## src/rtl/axi4_lite_timer_if.sv

```systemverilog
// AXI4-Lite bus bundle shared by the crossbar and its subordinate peripherals.
// The subordinate modport is the view taken by a register block such as axi4_lite_timer.
interface axi4_lite #(
  parameter int WIDTH      = 32,
  parameter int ADDR_WIDTH = 5
);
  logic [ADDR_WIDTH-1:0] awaddr;
  logic                  awvalid;
  logic                  awready;
  logic [WIDTH-1:0]      wdata;
  logic [WIDTH/8-1:0]    wstrb;
  logic                  wvalid;
  logic                  wready;
  logic [1:0]            bresp;
  logic                  bvalid;
  logic                  bready;
  logic [ADDR_WIDTH-1:0] araddr;
  logic                  arvalid;
  logic                  arready;
  logic [WIDTH-1:0]      rdata;
  logic [1:0]            rresp;
  logic                  rvalid;
  logic                  rready;

  modport subordinate (
    input  awaddr, awvalid, wdata, wstrb, wvalid, bready, araddr, arvalid, rready,
    output awready, wready, bresp, bvalid, arready, rdata, rresp, rvalid
  );

  modport manager (
    output awaddr, awvalid, wdata, wstrb, wvalid, bready, araddr, arvalid, rready,
    input  awready, wready, bresp, bvalid, arready, rdata, rresp, rvalid
  );
endinterface

```

## src/rtl/axi4_lite_timer.sv

```systemverilog
// AXI4-Lite timer: prescaled up-counter with compare match, auto-reload to 0, one-shot and level irq.
// Define TIMER_PWM_EN to add the DUTY register at 0x10 and the registered pwm output.
module axi4_lite_timer #(
  parameter int WIDTH      = 32,
  parameter int ADDR_WIDTH = 5
) (
  input  logic          clk,
  input  logic          rst_n,
  output logic          irq,
`ifdef TIMER_PWM_EN
  output logic          pwm,
`endif
  axi4_lite.subordinate axi
);

  localparam int IW = ADDR_WIDTH - 2;
  localparam logic [IW-1:0] IDX_CTRL    = IW'(0);
  localparam logic [IW-1:0] IDX_STATUS  = IW'(1);
  localparam logic [IW-1:0] IDX_COUNT   = IW'(2);
  localparam logic [IW-1:0] IDX_COMPARE = IW'(3);

  logic             en, oneshot, ie, match;
  logic [7:0]       prescale, pcnt;
  logic [WIDTH-1:0] count, compare, ctrl_word, ctrl_new, rd_value, rdata_q;
  logic             bvalid_q, rvalid_q;
  logic             wr_fire, ar_fire, tick, hit;
  logic [IW-1:0]    wr_idx, rd_idx;
  logic             wr_ctrl, wr_status, wr_count, wr_compare, clr_match;
  logic             unused_bits;

`ifdef TIMER_PWM_EN
  localparam logic [IW-1:0] IDX_DUTY = IW'(4);
  logic [WIDTH-1:0] duty;
  logic             wr_duty;
`endif

  function automatic logic [WIDTH-1:0] merge_strb(input logic [WIDTH-1:0]   old_v,
                                                  input logic [WIDTH-1:0]   new_v,
                                                  input logic [WIDTH/8-1:0] strb);
    logic [WIDTH-1:0] res;
    res = old_v;
    for (int i = 0; i < WIDTH/8; i++)
      if (strb[i]) res[8*i +: 8] = new_v[8*i +: 8];
    return res;
  endfunction

  // Address and data must arrive together; bvalid back-pressures the next write.
  assign wr_fire     = rst_n & axi.awvalid & axi.wvalid & ~bvalid_q;
  assign ar_fire     = rst_n & axi.arvalid & ~rvalid_q;
  assign axi.awready = wr_fire;
  assign axi.wready  = wr_fire;
  assign axi.arready = ar_fire;
  assign axi.bvalid  = bvalid_q;
  assign axi.bresp   = 2'b00;
  assign axi.rvalid  = rvalid_q;
  assign axi.rdata   = rdata_q;
  assign axi.rresp   = 2'b00;

  assign wr_idx     = axi.awaddr[ADDR_WIDTH-1:2];
  assign rd_idx     = axi.araddr[ADDR_WIDTH-1:2];
  assign wr_ctrl    = wr_fire && (wr_idx == IDX_CTRL);
  assign wr_status  = wr_fire && (wr_idx == IDX_STATUS);
  assign wr_count   = wr_fire && (wr_idx == IDX_COUNT);
  assign wr_compare = wr_fire && (wr_idx == IDX_COMPARE);
  assign clr_match  = wr_status & axi.wstrb[0] & axi.wdata[0];

  assign ctrl_word = {{(WIDTH-16){1'b0}}, prescale, 5'b0, ie, oneshot, en};
  assign ctrl_new  = merge_strb(ctrl_word, axi.wdata, axi.wstrb);

  assign tick = en && (pcnt == prescale);
  assign hit  = tick && (count == compare);
  assign irq  = match & ie;

  assign unused_bits = ^{axi.awaddr[1:0], axi.araddr[1:0], ctrl_new[WIDTH-1:16], ctrl_new[7:3]};

  always_comb begin
    rd_value = '0;
    case (rd_idx)
      IDX_CTRL:    rd_value = ctrl_word;
      IDX_STATUS:  rd_value = {{(WIDTH-1){1'b0}}, match};
      IDX_COUNT:   rd_value = count;
      IDX_COMPARE: rd_value = compare;
`ifdef TIMER_PWM_EN
      IDX_DUTY:    rd_value = duty;
`endif
      default:     rd_value = '0;
    endcase
  end

  // Software writes take priority over hardware updates, except a match set beats a W1C clear.
  always_ff @(posedge clk or negedge rst_n) begin
    if (!rst_n) begin
      en       <= 1'b0;
      oneshot  <= 1'b0;
      ie       <= 1'b0;
      prescale <= '0;
      pcnt     <= '0;
      match    <= 1'b0;
      count    <= '0;
      compare  <= '1;
    end else begin
      if (wr_ctrl) begin
        en       <= ctrl_new[0];
        oneshot  <= ctrl_new[1];
        ie       <= ctrl_new[2];
        prescale <= ctrl_new[15:8];
      end else if (hit && oneshot) begin
        en <= 1'b0;
      end

      if (wr_ctrl || !en || tick) pcnt <= '0;
      else                        pcnt <= pcnt + 8'd1;

      if (wr_count)  count <= merge_strb(count, axi.wdata, axi.wstrb);
      else if (tick) count <= hit ? '0 : count + WIDTH'(1);

      if (hit)            match <= 1'b1;
      else if (clr_match) match <= 1'b0;

      if (wr_compare) compare <= merge_strb(compare, axi.wdata, axi.wstrb);
    end
  end

  always_ff @(posedge clk or negedge rst_n) begin
    if (!rst_n) begin
      bvalid_q <= 1'b0;
      rvalid_q <= 1'b0;
      rdata_q  <= '0;
    end else begin
      if (wr_fire)         bvalid_q <= 1'b1;
      else if (axi.bready) bvalid_q <= 1'b0;

      if (ar_fire) begin
        rvalid_q <= 1'b1;
        rdata_q  <= rd_value;
      end else if (axi.rready) begin
        rvalid_q <= 1'b0;
      end
    end
  end

`ifdef TIMER_PWM_EN
  assign wr_duty = wr_fire && (wr_idx == IDX_DUTY);

  always_ff @(posedge clk or negedge rst_n) begin
    if (!rst_n) begin
      duty <= '0;
      pwm  <= 1'b0;
    end else begin
      if (wr_duty) duty <= merge_strb(duty, axi.wdata, axi.wstrb);
      pwm <= en && (count < duty);
    end
  end
`endif

endmodule

```

## src/flat_wrapper.sv

```systemverilog
// flat-port wrapper written by rule: the top's interface ports become plain ports
module axi4_lite_timer_flat 
#(
  parameter int WIDTH      = 32,
  parameter int ADDR_WIDTH = 5
)
  (clk, rst_n, irq, axi_awaddr, axi_awvalid, axi_wdata, axi_wstrb, axi_wvalid, axi_bready, axi_araddr, axi_arvalid, axi_rready, axi_awready, axi_wready, axi_bresp, axi_bvalid, axi_arready, axi_rdata, axi_rresp, axi_rvalid);
  axi4_lite #(.WIDTH(WIDTH), .ADDR_WIDTH(ADDR_WIDTH)) axi_i ();
  input  logic clk;
  input  logic rst_n;
  output logic irq;
  input wire logic [$bits(axi_i.awaddr)-1:0] axi_awaddr;
  input wire logic [$bits(axi_i.awvalid)-1:0] axi_awvalid;
  input wire logic [$bits(axi_i.wdata)-1:0] axi_wdata;
  input wire logic [$bits(axi_i.wstrb)-1:0] axi_wstrb;
  input wire logic [$bits(axi_i.wvalid)-1:0] axi_wvalid;
  input wire logic [$bits(axi_i.bready)-1:0] axi_bready;
  input wire logic [$bits(axi_i.araddr)-1:0] axi_araddr;
  input wire logic [$bits(axi_i.arvalid)-1:0] axi_arvalid;
  input wire logic [$bits(axi_i.rready)-1:0] axi_rready;
  output wire logic [$bits(axi_i.awready)-1:0] axi_awready;
  output wire logic [$bits(axi_i.wready)-1:0] axi_wready;
  output wire logic [$bits(axi_i.bresp)-1:0] axi_bresp;
  output wire logic [$bits(axi_i.bvalid)-1:0] axi_bvalid;
  output wire logic [$bits(axi_i.arready)-1:0] axi_arready;
  output wire logic [$bits(axi_i.rdata)-1:0] axi_rdata;
  output wire logic [$bits(axi_i.rresp)-1:0] axi_rresp;
  output wire logic [$bits(axi_i.rvalid)-1:0] axi_rvalid;
  assign axi_i.awaddr = axi_awaddr;
  assign axi_i.awvalid = axi_awvalid;
  assign axi_i.wdata = axi_wdata;
  assign axi_i.wstrb = axi_wstrb;
  assign axi_i.wvalid = axi_wvalid;
  assign axi_i.bready = axi_bready;
  assign axi_i.araddr = axi_araddr;
  assign axi_i.arvalid = axi_arvalid;
  assign axi_i.rready = axi_rready;
  assign axi_awready = axi_i.awready;
  assign axi_wready = axi_i.wready;
  assign axi_bresp = axi_i.bresp;
  assign axi_bvalid = axi_i.bvalid;
  assign axi_arready = axi_i.arready;
  assign axi_rdata = axi_i.rdata;
  assign axi_rresp = axi_i.rresp;
  assign axi_rvalid = axi_i.rvalid;
  axi4_lite_timer #(.WIDTH(WIDTH), .ADDR_WIDTH(ADDR_WIDTH)) u_core (.clk(clk), .rst_n(rst_n), .irq(irq), .axi(axi_i));
endmodule
```

## config.mk

```make
export PLATFORM = sky130hd
export DESIGN_NAME = axi4_lite_timer_flat
export DESIGN_NICKNAME = d
export VERILOG_FILES = /design/src/rtl/axi4_lite_timer_if.sv /design/src/rtl/axi4_lite_timer.sv /design/src/flat_wrapper.sv
export SDC_FILE = /design/constraint.sdc
export NUM_CORES = 1
export LEC_CHECK = 0
export ABC_AREA = 1
export ABC_CLOCK_PERIOD_IN_PS = 1800
export CORE_ASPECT_RATIO = 0.9
export CORE_MARGIN = 2
export CORE_UTILIZATION = 45
export DETAILED_ROUTE_END_ITERATION = 10
export DONT_BUFFER_PORTS = 1
export PLACE_DENSITY = 0.69
export SLEW_MARGIN = 20
export SYNTH_ARGS = -nofsm -noshare
export SYNTH_HDL_FRONTEND = slang
export SYNTH_SLANG_ARGS = --single-unit
```

## constraint.sdc

```tcl
create_clock -name clk -period 1.8 [get_ports clk]
set_input_delay 0.27 -clock clk [delete_from_list [all_inputs] [get_ports clk]]
set_output_delay 0.27 -clock clk [all_outputs]
set_load 0.02 [all_outputs]
```

---- Word level (Yosys, flattened, before mapping) ----
Cells that the tools add are included.
Widths: inputs -> output; s select.
word-level totals
  bits in latches ......................... 0
  word-level logic and storage cells ...... 88
  RAM bits ................................ 0
  memories kept ........................... 0
  flip-flop bits (word level) ............. 118
  input port bits ......................... 53
  memory bits (read-only) ................. 0
operators by class
  multiply operators ...................... 0
  shift operators ......................... 0
  reduce and logical (&&, ||, !) cells .... 28
  multiplexer cells ....................... 18
  bitwise gates (word level) .............. 10
  magnitude comparators ................... 0
  eq/ne operators ......................... 13
  div/mod/pow operators ................... 0
  $add $sub $neg .......................... 2
operators with widths
  kind                   count
  $pmux 32 s4            1
  $mux 32                3
  $mux 8                 5
  $add 32x1->32 const B  1
  $eq 32x32->1           1
  $reduce_and 2->1       11
  $eq 3x2->1 const B     4
  $ne 2x2->1 const B     5
  $reduce_bool 2->1      5
  $mux 1                 9
  $add 8x1->8 const B    1
  $and 1x1->1            8
  $eq 8x8->1             1
  $logic_and 1x1->1      7
  $eq 3x1->1 const B     2
  $logic_not 3->1        2
  $logic_or 1x1->1       2
  $not 1->1              2
  $logic_not 1->1        1

---- Logic depth before layout (Yosys ltp) ----
Gate-level depths: netlist of the first run.
  word-level depth ........................ 8
  depth in mapped cells ................... 14
  depth with buffers taken out ............ 12

---- Least setup slack after synthesis of the first run ----
Ideal clock, no wire load.
  path kind ............................... register to register
  start ................................... reg u_core.bvalid_q, in the netlist u_core.axi.bvalid
  end ..................................... reg u_core.count[17]
  library setup time ...................... 0.065 ns
  path buffers ............................ 1
  arrival ................................. 1.593 ns
  stages on the path, launching flop included .. 13
  setup slack ............................. 0.142 ns
  data required time ...................... 1.735 ns
  period minus slack after synthesis ...... 1.658 ns
  cells stage by stage .................... dfrtp_1 -> inv_1 -> nand4_1 -> inv_2 -> nand2_1 -> inv_2 -> nand2_1 -> nand2_4 -> inv_2 -> buf_6 -> nor2_2 -> nand2_1 -> nand2_1
on the way
  cells in the longest elaborated chain, start to end .. 5
  elaborated cells between the ends (all ways) .. 7
  those cells by class .................... eq/ne: 1; mux: 1; bitwise: 2; reduce/logical: 3
RTL lines
  element                                                                  line                    text
  start, declared                                                          axi4_lite_timer.sv:25   logic bvalid_q, rvalid_q;
  start signal, assigned                                                   axi4_lite_timer.sv:126  bvalid_q <= 1'b0;
  start signal, assigned                                                   axi4_lite_timer.sv:130  if (wr_fire) bvalid_q <= 1'b1;
  start signal, assigned                                                   axi4_lite_timer.sv:131  else if (axi.bready) bvalid_q <= 1'b0;
  $not 1->1 *                                                              axi4_lite_timer.sv:48   assign wr_fire = rst_n & axi.awvalid & axi.wvalid & ~bvalid_q;
  $and 1x1->1 *                                                            axi4_lite_timer.sv:48
  net axi_awready                                                          flat_wrapper.sv:21      output wire logic [$bits(axi_i.awready)-1:0] axi_awready;
  $logic_and 1x1->1 *                                                      axi4_lite_timer.sv:63   assign wr_count = wr_fire && (wr_idx == IDX_COUNT);
  $ne 2x2->1 (no source line) / $reduce_bool 2->1 (equally long branches)  -
  $reduce_and 2->1 (no source line)                                        -
  end signal, assigned                                                     axi4_lite_timer.sv:114  if (wr_count) count <= merge_strb(count, axi.wdata, axi.wstrb);
  end signal, assigned                                                     axi4_lite_timer.sv:115  else if (tick) count <= hit ? '0 : count + WIDTH'(1);
  end, declared                                                            axi4_lite_timer.sv:24   logic [WIDTH-1:0] count, compare, ctrl_word, ctrl_new, rd_value, rdata_q;
Mark *: on every way through the listed nets, which the timed path passes. The rest lies on a longest branch.
A chain may end at the register's enable or synchronous reset.

---- Worst setup path in the final report of the first run ----
  start ................................... reg u_core.count[0]
  end ..................................... reg u_core.count[15]
on the way
  cells in the longest elaborated chain, start to end .. 5
  elaborated cells between the ends (all ways) .. 6
  those cells by class .................... add/sub: 1; eq/ne: 1; mux: 3; reduce/logical: 1
RTL lines
  element                                                line
  branches (longest 2 deep; another with $add 32x1->32)  -
  $mux 32 * (2 in series)                                axi4_lite_timer.sv:115
  $mux 32 *                                              axi4_lite_timer.sv:114
Mark *: on every way between the ends. The select of a mux whose other input is x is not followed.

==> results of run 1 <==
## through the flow
stage               hold WS, ns   util  power [mW]  TNS, ns  setup slack (ns)
finish                   -0.459  0.596        10.3  -0.0753           -0.0555
global route             -0.476  0.596        10.8    -1.73            -0.152
CTS                      -0.474  0.558        9.73        0           0.00170
detailed placement      -0.0189  0.497        6.06        0           0.00722
global placement        -0.0198  0.497        6.01        0            0.0258
floorplan               -0.0256      -        5.29        0             0.142
## final cells by class
type	instances	area (um^2)
clock buffer	18	439
clock inverter	14	173
fill	1369	6260
inverter	106	405
multi-input combinational	760	3930
sequential	118	3000
tap	202	253
timing repair buffer	113	1040
## cells in the final DEF, fill, tap and decap left out, types with 4 or more instances in the layout
cell type and instances:
nand2_4 12, a21oi_2 5, a21oi_1 22, o21a_1 5
dfrtp_1 81, nor3_1 11, conb_1 4, dfrtp_2 5
inv_1 90, nand3_2 5, nand4_1 9, clkbuf_16 18
xnor2_1 9, buf_12 4, o21ai_0 87, xor2_1 18
buf_4 66, nor2_1 78, dfstp_2 32, inv_2 9
a31oi_1 5, buf_6 11, nand3_1 14, nor2_2 20
nand2_2 33, o22ai_1 15, dlygate4sd3_1 30, xnor2_2 13
o21ai_1 5, clkinv_1 4, nand2_1 363, nor2_4 9
## flip-flops by register name, summed over array words and instances (netlist names)
register and cells:
u_core.axi.rdata 32, u_core.compare 32, u_core.count 32, u_core.pcnt 8
u_core.prescale 8, u_core.axi.bvalid 1, u_core.axi.rvalid 1, u_core.en 1
u_core.ie 1, u_core.match 1, u_core.oneshot 1
## report_power, final
part / leakage (nW) / switching (mW) / internal, mW / total (mW)
combinational: 2.85 / 1.62 / 1.34 / 2.96
clock: 0.297 / 1.32 / 2.22 / 3.54
sequential: 1.47 / 0.557 / 3.21 / 3.76
## cells by family (layout without fill, tap and decap cells)
logic type | Yosys count | after routing | share of synthesized area
adder cells (fa/ha/maj) | 2 | 2 | 0.00349
other | 1 | 4 | 0.000523
multiplexers | 1 | 1 | 0.00157
flip-flops | 118 | 118 | 0.417
buffers and inverters | 151 | 251 | 0.0901
XOR/XNOR | 42 | 42 | 0.0513
AO/OA/AOI/OAI | 146 | 146 | 0.108
AND/OR/NAND/NOR | 564 | 565 | 0.328
## worst max-delay path, delay by kind of cell (launching register included)
family / cells / cell delay [ns]
xor gates and xnor gates: 1 / 0.17
and+or+nand+nor: 7 / 0.64
DFF: 1 / 0.39
buffers and inverters: 5 / 0.61
## path summary, 6_finish.rpt
path,to,slack (ns),start,cells after the start
setup / recovery,u_core.count[15],-0.06,u_core.count[0],13
hold / removal,u_core.ie,-0.46,rst_n,0
setup reg to reg,u_core.count[15],-0.06,u_core.count[0],13
hold reg to reg,u_core.pcnt[0],0.48,u_core.pcnt[0],1
max in group asynchronous,u_core.compare[29],2.03,rst_n,0
min in group clk,u_core.prescale[4],0.03,axi_wdata[12],2
## what timing repair did
action                                 CTS  global route
setup endpoints to repair                3            40
gates cloned                             0             3
gates resized for setup                  4           114
endpoints found under the hold margin  151           118
setup buffers                            2            17
pin swaps                                2            47
## routing by layer
metal  routed length [um]  share of wire  global-route usage
met4                  417          0.019              0.0825
met2                 9970           0.46               0.390
met3                 1500          0.069              0.0529
met1                 9680           0.45               0.345
met5                    0              0                   0
==> results.txt, run 1 <==
----------------------------------------------------
[Logic synthesis]
  Fraction of post-synthesis cell area in the top cell type by area ... 0.300
  Seq/Total Area, Yosys ... 0.417
  Top cells by area, synth ... dfrtp_1 (30%), nand2_1 (21%), dfstp_2 (12%)
  Top cells by count, synth ... nand2_1 (398), nor2_1 (92), inv_1 (91)
  Synth warnings ... 0
  Largest area contributor in the synthesized netlist ... dfrtp_1
  #FFs+latches synth ... 118
  Mapped cell area ... roughly 7200 um^2
  Average cell area after synthesis ... 6.99 um^2
  Count of unique library cells instantiated by Yosys ... 39
  Number of instances in the synthesized netlist ... 1,025
  EDFF count, synth ... 0
  Leading cell type by number of instances after synthesis ... nand2_1
  Dominant synthesized flop cell ... dfrtp_1
  Post-synthesis async set-or-reset flop share ... 1.00

[Timing]
  Post-route minimum period ... ~1.9 ns
  Final count of pins violating max slew ... 0
  Post-route worst setup slack ... -0.0555 ns
  Finish-stage setup viols ... 3
  Setup repair after global routing missed its margin ... yes
  Final hold violations ... between 100 and 150
  Clock tree skew after final layout ... 0.0115 ns
  Worst Hold Slack ... -0.459 ns
  Part of the cycle the worst path needs ... 1.03
  Max Clk Rate ... 539 MHz

[Power and ir drop]
  Total power divided by cell area ... 1110 nW/um^2
  Leakage power total ... 4.61 nW
  Worst voltage drop across the vdd grid ... 0.764 mV

[Floorplanning]
  Core Region ... 15,500 um^2
  Die height ... roughly 120 um
  Die Wd ... 137 um
  Total Die Area ... 17,000 um^2
  Starting Density ... 0.463
  Top Ports ... 95
  Number of rows created at floorplan ... 43

[Clocking]
  CTS HTree Levels ... 4
  Clk slew on worst S/H paths ... roughly 0.060 ns
  Clock tree sinks ... 118
  Root buffer selected by CTS ... clkbuf_16
  Number of clock buffers inserted by TritonCTS ... 17
  Clock tree from TritonCTS ... yes
  Clock latency on the worst-skew pair ... approximately 0.43 ns
  Number of buffers between clock root and the deepest sink ... 2
  Hold bufs inserted after CTS ... 30

[Hold path]
  Worst min-delay path class ... input port to asynchronous set/reset pin

[Worst setup path]
  Worst Path Required ... between 2 and 2.5 ns
  Data arrival time at the worst-slack endpoint ... 2.22 ns
  Library cell contributing the largest single delay on the critical path ... dfrtp_1
  Crit-path max FO ... 5
  Maximum single-stage delay on the critical path ... 0.39 ns
  Critical path class ... flip-flop to flip-flop
  Kind of launch point of the worst setup path ... flip-flop
  Critical Path Most Common Cell ... buf_4
  Sequence of cells on the critical path ... buf_4, buf_4, nand3_2, inv_4, nand2_4, nor2_4, buf_4, buf_4, xor2_1, nand2_2, nand2_1, nand2_1, nand2_1
  Worst setup EP type ... flip-flop

[Outcome]
  Result of the run ... finished, violations left
  Violations in the final reports ... hold timing, setup timing

[GRT]
  Leftover overflow at the end of global routing ... 0
  Number of global-route vias before repair ... 6,274
  GRT Resource Usage Total ... 0.249
  Maximum number of pins on one net before global-route repair ... roughly 120
  Number of antenna violations at the first check in global routing ... 0
  Global-route wire length before repair ... 32,400 um

[Routing]
  Avg Vias per Cell ... 5.22
  Drt drc ... 0
  Post-detailed-routing wire length ... 21,600 um
  Antenna-violating nets left ... 0
  Number of DRC violations after detailed-routing iteration 0 ... around 560
  Via count ... approximately 7,000
  Number of detailed-routing iterations run before antenna repair ... 5
  Routed length per instance ... 16.2 um

[Layout]
  Share of cells above drive strength 1 ... 0.241
  Number of diodes ... 0
  Post-layout instance count excluding filler cells ... between 1,000 and 1,500
  Cell area after layout ... 9240 um^2
  Total number of nets in the final design ... 1,171
  Area added between synthesis and finish ... 28.8%

[Placement]
  Last weighted congestion value of the routability-driven placer ... around 0.96
  Cells after DPL ... 1,249
  Area of placed instances ... 7700 um^2
  Number of buffer cells added on primary ports ... 0
  Sum of net half-perimeters after detailed placement ... 14,200 um

[Job]
  Count of maximum capacitance violations ... 0

----------------------------------------------------
Note: power is estimated with default switching activity, not from simulation.
==> inputs of run 2 (changes only) <==
--- a/config.mk
+++ b/config.mk
@@ -14,4 +14,5 @@
 export DONT_BUFFER_PORTS = 1
 export PLACE_DENSITY = 0.69
+export RECOVER_POWER = 100
 export SLEW_MARGIN = 20
 export SYNTH_ARGS = -nofsm -noshare
==> constraint.sdc (replaced) <==
create_clock -name clk -period 1.8 [get_ports clk]
set_input_delay 0.18 -clock clk [delete_from_list [all_inputs] [get_ports clk]]
set_output_delay 0.18 -clock clk [all_outputs]
set_load 0.02 [all_outputs]
==> results.txt, run 2 (synthesized netlist as in run 1, its figures left out) <==
----------------------------------------------------
[Floorplanning]
  Starting Density ... 0.463 (unchanged)
  Total Die Area ... 17,000 um^2 (unchanged)
  Die Wd ... 137 um (unchanged)
  Top Ports ... 95 (unchanged)
  Number of rows created at floorplan ... 43 (unchanged)
  Core Region ... 15,500 um^2 (unchanged)
  Die height ... 124 um (unchanged)

[Worst setup path]
  Sequence of cells on the critical path ... ha_2, nand2_2, nor2_4, nand2_4, nor2_4, nand2_2, xor2_1, inv_2, nand2_2, nand2_1, nand2_1, nand2_1 (was buf_4, buf_4, nand3_2, inv_4, nand2_4, nor2_4, buf_4, buf_4, xor2_1, nand2_2, nand2_1, nand2_1, nand2_1)
  Cells on worst reg2reg path ... 12 (was 13)
  Crit-path max FO ... 5 (unchanged)
  Critical path class ... flip-flop to flip-flop (unchanged)
  Reg2Reg Capture Point ... u_core.count[24] (was u_core.count[15])
  Worst setup EP type ... flip-flop (unchanged)
  Cell family with most CP delay ... simple AND/OR/NAND/NOR gates (unchanged)
  Worst reg2reg startpoint ... u_core.count[1] (was u_core.count[0])
  Maximum single-stage delay on the critical path ... 0.39 ns (about the same)
  Critical path buffers and inverters ... 1 (was 5)
  Data arrival time at the worst-slack endpoint ... 2.11 ns (was 2.22 ns)
  Worst Path Required ... 2.12 ns (was 2.16 ns)
  Setup slack of the worst register-to-register path ... 0.01 ns (was -0.06 ns)
  Kind of launch point of the worst setup path ... flip-flop (unchanged)
  Library cell contributing the largest single delay on the critical path ... dfrtp_1 (unchanged)

[Clocking]
  Number of clock buffers inserted by TritonCTS ... 17 (unchanged)
  Clock tree from TritonCTS ... yes (unchanged)
  Number of buffers between clock root and the deepest sink ... 2 (unchanged)
  Clk slew on worst S/H paths ... 0.06 ns (about the same)
  Clock tree sinks ... 118 (unchanged)
  Hold bufs inserted after CTS ... 37 (was 30)
  Root buffer selected by CTS ... clkbuf_16 (unchanged)
  CTS HTree Levels ... 4 (unchanged)
  Clock latency on the worst-skew pair ... 0.43 ns (about the same)

[Power and ir drop]
  Total power divided by cell area ... 1130 nW/um^2 (was 1110 nW/um^2)
  Gate power share ... 0.260 (was 0.288)
  Share of total power consumed by net switching ... 0.336 (was 0.341)
  Internal power ... 6.70 mW (was 6.77 mW)
  Sw Pwr ... 3.39 mW (was 3.50 mW)
  Leakage power total ... 4.50 nW (was 4.61 nW)
  Clock power frac ... 0.369 (was 0.345)
  Worst voltage drop across the vdd grid ... 0.656 mV (was 0.764 mV)
  Proportion of power drawn by flip-flops and latches ... 0.370 (was 0.366)

[Timing]
  Setup repair after global routing missed its margin ... yes (unchanged)
  Post-route minimum period ... 1.79 ns (was 1.86 ns)
  Final count of pins violating max slew ... 0 (unchanged)
  Slew of the pin with the lowest slew margin ... ~0.84 ns
  Post-route worst setup slack ... 0.0143 ns (was -0.0555 ns)
  Part of the cycle the worst path needs ... 0.992 (was 1.03)
  Worst Hold Slack ... -0.551 ns (was -0.459 ns)
  Finish-stage setup viols ... 0 (was 3)
  Worst slew margin ... 0.441
  Final hold violations ... 118 (unchanged)
  Clock tree skew after final layout ... 0.00894 ns (was 0.0115 ns)
  Max Clk Rate ... 560 MHz (was 539 MHz)

[Layout]
  Post-layout instance count excluding filler cells ... 1,328 (was 1,331)
  Commonest cells after routing, fill and taps aside ... nand2_1 (378), inv_1 (89), o21ai_0 (89), nor2_1 (85), dfrtp_1 (79) (was nand2_1 (363), inv_1 (90), o21ai_0 (87), dfrtp_1 (81), nor2_1 (78))
  Total number of nets in the final design ... 1,168 (was 1,171)
  Area added between synthesis and finish ... 24.6% (was 28.8%)
  Number of diodes ... 0 (unchanged)
  Share of cells above drive strength 1 ... 0.198 (was 0.241)
  Most common cell after layout, fill and taps aside ... nand2_1 (unchanged)
  Cell area after layout ... 8930 um^2 (was 9240 um^2)
  Seq. cell area ... 3000 um^2 (about the same)
  Multi-input gate area in the final layout ... 3700 um^2 (was 3930 um^2)
  Final-layout fill cell count ... 1,449 (was 1,369)

[Outcome]
  Violations in the final reports ... hold timing (was hold timing, setup timing)
  Result of the run ... finished, violations left (unchanged)

[Routing]
  Via count ... 6,743 (was 6,949)
  Number of detailed-routing iterations run before antenna repair ... 7 (was 5)
  Number of DRC violations after detailed-routing iteration 0 ... 509 (was 564)
  Post-detailed-routing wire length ... 20,500 um (was 21,600 um)
  Avg Vias per Cell ... 5.08 (was 5.22)
  Antenna-violating nets left ... 0 (unchanged)
  Drt drc ... 0 (unchanged)
  Routed length per instance ... 15.5 um (was 16.2 um)

[Placement]
  Number of buffer cells added on primary ports ... 0 (unchanged)
  Pre-CTS WS ... -0.00801 ns (was 0.00722 ns)
  Area of placed instances ... 7670 um^2 (was 7700 um^2)
  Cells after DPL ... 1,246 (was 1,249)
  Last weighted congestion value of the routability-driven placer ... 0.948 (was 0.957)
  Sum of net half-perimeters after detailed placement ... 14,400 um (was 14,200 um)

[GRT]
  GRT Resource Usage Total ... 0.248 (was 0.249)
  Maximum number of pins on one net before global-route repair ... 121 (unchanged)
  Number of global-route vias before repair ... 6,323 (was 6,274)
  Global-route wire length before repair ... 32,200 um (was 32,400 um)
  Leftover overflow at the end of global routing ... 0 (unchanged)
  Number of antenna violations at the first check in global routing ... 0 (unchanged)

[Job]
  Count of maximum capacitance violations ... 0 (unchanged)

[Hold path]
  Worst min-delay path class ... input port to asynchronous set/reset pin (unchanged)

----------------------------------------------------
run 2: changes by cell type in the layout (fill, tap and decap cells not counted), moves of 6 or more:
cell	change
nand2_1	+15
nand2_4	-6
dlygate4sd3_1	+7
xnor2_2	-8
nor2_2	-7
xnor2_1	+10
nand2_2	-9
nor2_1	+7
buf_6	-9
run 2: metrics by stage:
stage          setup TNS (ns)  power, mW   util
3_3_place_gp                0       6.00  0.495
6_report                    0       10.1  0.576
5_1_grt                 -2.91       10.6  0.576
2_1_floorplan               0       5.29      -
3_5_place_dp         -0.00801       6.06  0.495
4_1_cts              -0.00565       9.93  0.564
run 2: power by group through the flow:
stage | clock network [mW] | logic, mW | registers [mW]
2_1_floorplan | 0 | 1.63 | 3.66
3_3_place_gp | 0 | 2.28 | 3.72
3_5_place_dp | 0 | 2.31 | 3.74
4_1_cts | 3.77 | 2.45 | 3.71
5_1_grt | 3.90 | 2.94 | 3.80
6_report | 3.72 | 2.62 | 3.73
run 2: worst register-to-register path, cell delays in order, from the launching register on:
cell     delay [ns]
dfrtp_1        0.39
ha_2           0.21
nand2_2        0.08
nor2_4         0.20
nand2_4        0.09
nor2_4         0.20
nand2_2        0.07
xor2_1         0.18
inv_2          0.05
nand2_2        0.05
nand2_1        0.05
nand2_1        0.07
nand2_1        0.04
run 2: final cells by class:
cell class,instances,share of cell area
Timing Repair Buffer,110,0.104
Clock buffer,17,0.0476
Sequential cell,118,0.336
Inverter,106,0.0454
Tap cell,202,0.0283
Multi-Input combinational cell,760,0.414
Clock inverter,15,0.0242
run 2: repair_timing:
action | CTS | global route
hold endpoints to repair | 171 | 118
setup buffers | 3 | 9
resized for setup | 5 | 59
gates cloned | 0 | 1
pin swaps | 2 | 24
endpoints found under the setup margin | 11 | 63
run 2: worst max path at each step:
| stage | startpoint | to | slack (ns) | cells after the start |
|---|---|---|---|---|
| after global placement | u_core.axi.bvalid | u_core.count[24] | 0.04 | 10 |
| final | u_core.count[1] | u_core.count[24] | 0.01 | 12 |
| after detailed placement | u_core.count[0] | u_core.count[24] | -0.008 | 12 |
| after CTS | u_core.prescale[1] | u_core.count[7] | -0.006 | 12 |
| after global routing | u_core.count[1] | u_core.count[24] | -0.13 | 12 |
| after floorplan | u_core.axi.bvalid | u_core.count[17] | 0.14 | 12 |
run 2: metal layers:
metal | vias up | share of wire | track usage
li1 | 3371 | - | -
met1 | 3134 | 0.46 | 0.343
met2 | 203 | 0.45 | 0.386
met3 | 35 | 0.064 | 0.0562
met4 | 0 | 0.024 | 0.0857
met5 | - | 0 | 0
==> inputs of run 3 (changes only) <==
CORE_UTILIZATION = 50   (was 45)
PLACE_DENSITY = 0.74   (was 0.69)
==> results.txt, run 3 (synthesized netlist as in run 1, its figures left out) <==
----------------------------------------------------
[Floorplanning]
  Core Region ... 14,000 um^2 (was 15,500 um^2)
  Die Wd ... 130 um (was 137 um)
  Top Ports ... 95 (unchanged)
  Die height ... 118 um (was 124 um)
  Starting Density ... 0.512 (was 0.463)
  Number of rows created at floorplan ... 41 (was 43)
  Total Die Area ... 15,300 um^2 (was 17,000 um^2)

[Timing]
  Post-route minimum period ... 1.84 ns (was 1.79 ns)
  Part of the cycle the worst path needs ... 1.02 (was 0.992)
  Clock tree skew after final layout ... 0.00867 ns (was 0.00894 ns)
  Slew of the pin with the lowest slew margin ... 0.786 ns (was 0.838 ns)
  Post-route worst setup slack ... -0.0403 ns (was 0.0143 ns)
  Final count of pins violating max slew ... 0 (unchanged)
  Worst slew margin ... 0.476 (was 0.441)
  Setup repair after global routing missed its margin ... yes (unchanged)
  Finish-stage setup viols ... 2 (was 0)
  Max Clk Rate ... 543 MHz (was 560 MHz)
  Final hold violations ... 118 (unchanged)
  Worst Hold Slack ... -0.555 ns (was -0.551 ns)

[Hold path]
  Worst min-delay path class ... input port to asynchronous set/reset pin (unchanged)

[Worst setup path]
  Reg2Reg Capture Point ... u_core.count[24] (unchanged)
  Stages on worst setup path ... 12 (unchanged)
  Worst reg2reg startpoint ... u_core.count[1] (unchanged)
  Setup slack of the worst register-to-register path ... -0.04 ns (was 0.01 ns)
  Maximum single-stage delay on the critical path ... 0.40 ns (was 0.39 ns)
  Critical path class ... flip-flop to flip-flop (unchanged)
  Startpoint of the most critical setup path ... u_core.count[1] (unchanged)
  Worst Path Required ... 2.12 ns (about the same)
  Crit-path max FO ... 5 (unchanged)
  Critical Path Most Common Cell ... nand2_2
  Sequence of cells on the critical path ... ha_2, nand2_2, nor2_4, nand2_4, nor2_4, nand2_2, xor2_2, inv_2, nand2_2, nand2_2, nand2_1, nand2_1 (was ha_2, nand2_2, nor2_4, nand2_4, nor2_4, nand2_2, xor2_1, inv_2, nand2_2, nand2_1, nand2_1, nand2_1)
  Cells on worst reg2reg path ... 12 (unchanged)
  Kind of launch point of the worst setup path ... flip-flop (unchanged)
  Library cell contributing the largest single delay on the critical path ... dfrtp_1 (unchanged)
  Worst setup EP type ... flip-flop (unchanged)
  Worst setup path endpoint ... u_core.count[24] (unchanged)
  Critical path buffers and inverters ... 1 (unchanged)
  Cell family with most CP delay ... simple AND/OR/NAND/NOR gates (unchanged)
  Data arrival time at the worst-slack endpoint ... 2.16 ns (was 2.11 ns)

[GRT]
  Met2 track demand over resource ... 0.422 (was 0.386)
  Number of antenna violations at the first check in global routing ... 0 (unchanged)
  Global-route track usage on met3 ... 0.0727 (was 0.0562)
  Leftover overflow at the end of global routing ... 0 (unchanged)
  Number of global-route vias before repair ... 6,811 (was 6,323)
  Maximum number of pins on one net before global-route repair ... 121 (unchanged)
  GRT Resource Usage Total ... 0.279 (was 0.248)
  Top Usage Layer GRT ... met2 (unchanged)
  Global routing usage on met1 ... 0.378 (was 0.343)
  Global-route wire length before repair ... 33,500 um (was 32,200 um)

[Layout]
  Most common cell after layout, fill and taps aside ... nand2_1 (unchanged)
  Final-layout fill cell count ... 1,235 (was 1,449)
  Share of cells above drive strength 1 ... 0.205 (was 0.198)
  Commonest cells after routing, fill and taps aside ... nand2_1 (377), inv_1 (91), o21ai_0 (89), nor2_1 (83), dfrtp_1 (78) (was nand2_1 (378), inv_1 (89), o21ai_0 (89), nor2_1 (85), dfrtp_1 (79))
  Number of diodes ... 0 (unchanged)
  Area added between synthesis and finish ... 24.6% (about the same)
  Total number of nets in the final design ... 1,166 (was 1,168)

[Clocking]
  Clk slew on worst S/H paths ... 0.06 ns (about the same)
  CTS HTree Levels ... 4 (unchanged)
  Clock latency on the worst-skew pair ... 0.43 ns (about the same)
  Clock tree from TritonCTS ... yes (unchanged)
  Number of buffers between clock root and the deepest sink ... 2 (unchanged)
  Root buffer selected by CTS ... clkbuf_16 (unchanged)
  Clock tree sinks ... 118 (unchanged)
  Number of clock buffers inserted by TritonCTS ... 17 (unchanged)
  Hold bufs inserted after CTS ... 37 (unchanged)

[Outcome]
  Violations in the final reports ... hold timing, setup timing (was hold timing)
  Result of the run ... finished, violations left (unchanged)

[Routing]
  Via count ... 6,938 (was 6,743)
  Avg Vias per Cell ... 5.27 (was 5.08)
  Drt drc ... 0 (unchanged)
  Post-detailed-routing wire length ... 20,800 um (was 20,500 um)
  Number of DRC violations after detailed-routing iteration 0 ... 712 (was 509)
  Routed length per instance ... 15.8 um (was 15.5 um)
  Antenna-violating nets left ... 0 (unchanged)
  Number of detailed-routing iterations run before antenna repair ... 7 (unchanged)

[Job]
  Count of maximum capacitance violations ... 0 (unchanged)

[Power and ir drop]
  Leakage power total ... 4.48 nW (was 4.50 nW)
  Total power divided by cell area ... 1090 nW/um^2 (was 1130 nW/um^2)
  Worst voltage drop across the vdd grid ... 0.807 mV (was 0.656 mV)

[Placement]
  Pre-CTS WS ... -0.0417 ns (was -0.00801 ns)
  Last weighted congestion value of the routability-driven placer ... 0.953 (was 0.948)
  Number of buffer cells added on primary ports ... 0 (unchanged)
  Sum of net half-perimeters after detailed placement ... 13,900 um (was 14,400 um)

----------------------------------------------------
-- run 3: cell count changes in the layout (fill, tap and decap cells not counted), moves of 3 or more --
cell / change
buf_2: +3
buf_4: -5
buf_6: +4
clkinvlp_4: +3
inv_6: -5
xnor2_1: -3
-- run 3: cell type report --
class                           instances  area, um^2  area share
Clock buffer                           20         437      0.0489
Multi-Input combinational cell        760        3780       0.423
Sequential cell                       118        3000       0.336
Tap cell                              193         241      0.0270
Clock inverter                         12         131      0.0147
Timing Repair Buffer                  108         942       0.105
Inverter                              106         400      0.0448
-- run 3: power by group --
part	switching, mW	internal, mW
Combinational	1.55	1.15
Clock	1.28	2.03
Sequential	0.556	3.21
-- run 3: timing repair --
action,4_1_cts,5_1_grt
cloned,1,0
endpoints found under the hold margin,176,118
endpoints found under the setup margin,20,63
pin swaps,3,28
buffers inserted,6,10
gates resized for setup,5,71
-- run 3: metrics by stage --
| stage | power (mW) | setup TNS (ns) | std cells | instance area (um^2) | utilization |
|---|---|---|---|---|---|
| final | 9.77 | -0.0422 | 1317 | 8930 | 0.638 |
| after global routing | 10.2 | -2.28 | 1317 | 8930 | 0.638 |
| after CTS | 9.49 | 0 | 1307 | 8630 | 0.616 |
| after detailed placement | 6.02 | -0.0598 | 1231 | 7620 | 0.544 |
| after global placement | 5.96 | 0 | 1231 | 7620 | 0.544 |
| after floorplan | 5.29 | 0 | 1028 | 7180 | - |
-- run 3: worst reg2reg max path, cell delays in order (launching register included) --
cell and delay [ns]:
dfrtp_1 0.40, ha_2 0.21, nand2_2 0.08, nor2_4 0.24, nand2_4 0.09, nor2_4 0.18, nand2_2 0.09, xor2_2 0.17
inv_2 0.05, nand2_2 0.06, nand2_2 0.05, nand2_1 0.07, nand2_1 0.05
-- run 3: worst min path at each step --
stage	start	to	slack (ns)	depth (start not counted)
2_1_floorplan	rst_n	u_core.axi.bvalid	-0.12	0
3_3_place_gp	rst_n	u_core.pcnt[0]	-0.11	0
3_5_place_dp	rst_n	u_core.pcnt[0]	-0.11	0
4_1_cts	rst_n	u_core.count[10]	-0.57	0
5_1_grt	rst_n	u_core.pcnt[7]	-0.58	0
6_report	rst_n	u_core.pcnt[0]	-0.56	0
-- run 3: layer usage --
metal | wire length (um) | part of all wire
met1 | 9070 | 0.44
met4 | 634 | 0.030
met5 | 0 | 0
met3 | 1620 | 0.078
met2 | 9480 | 0.46
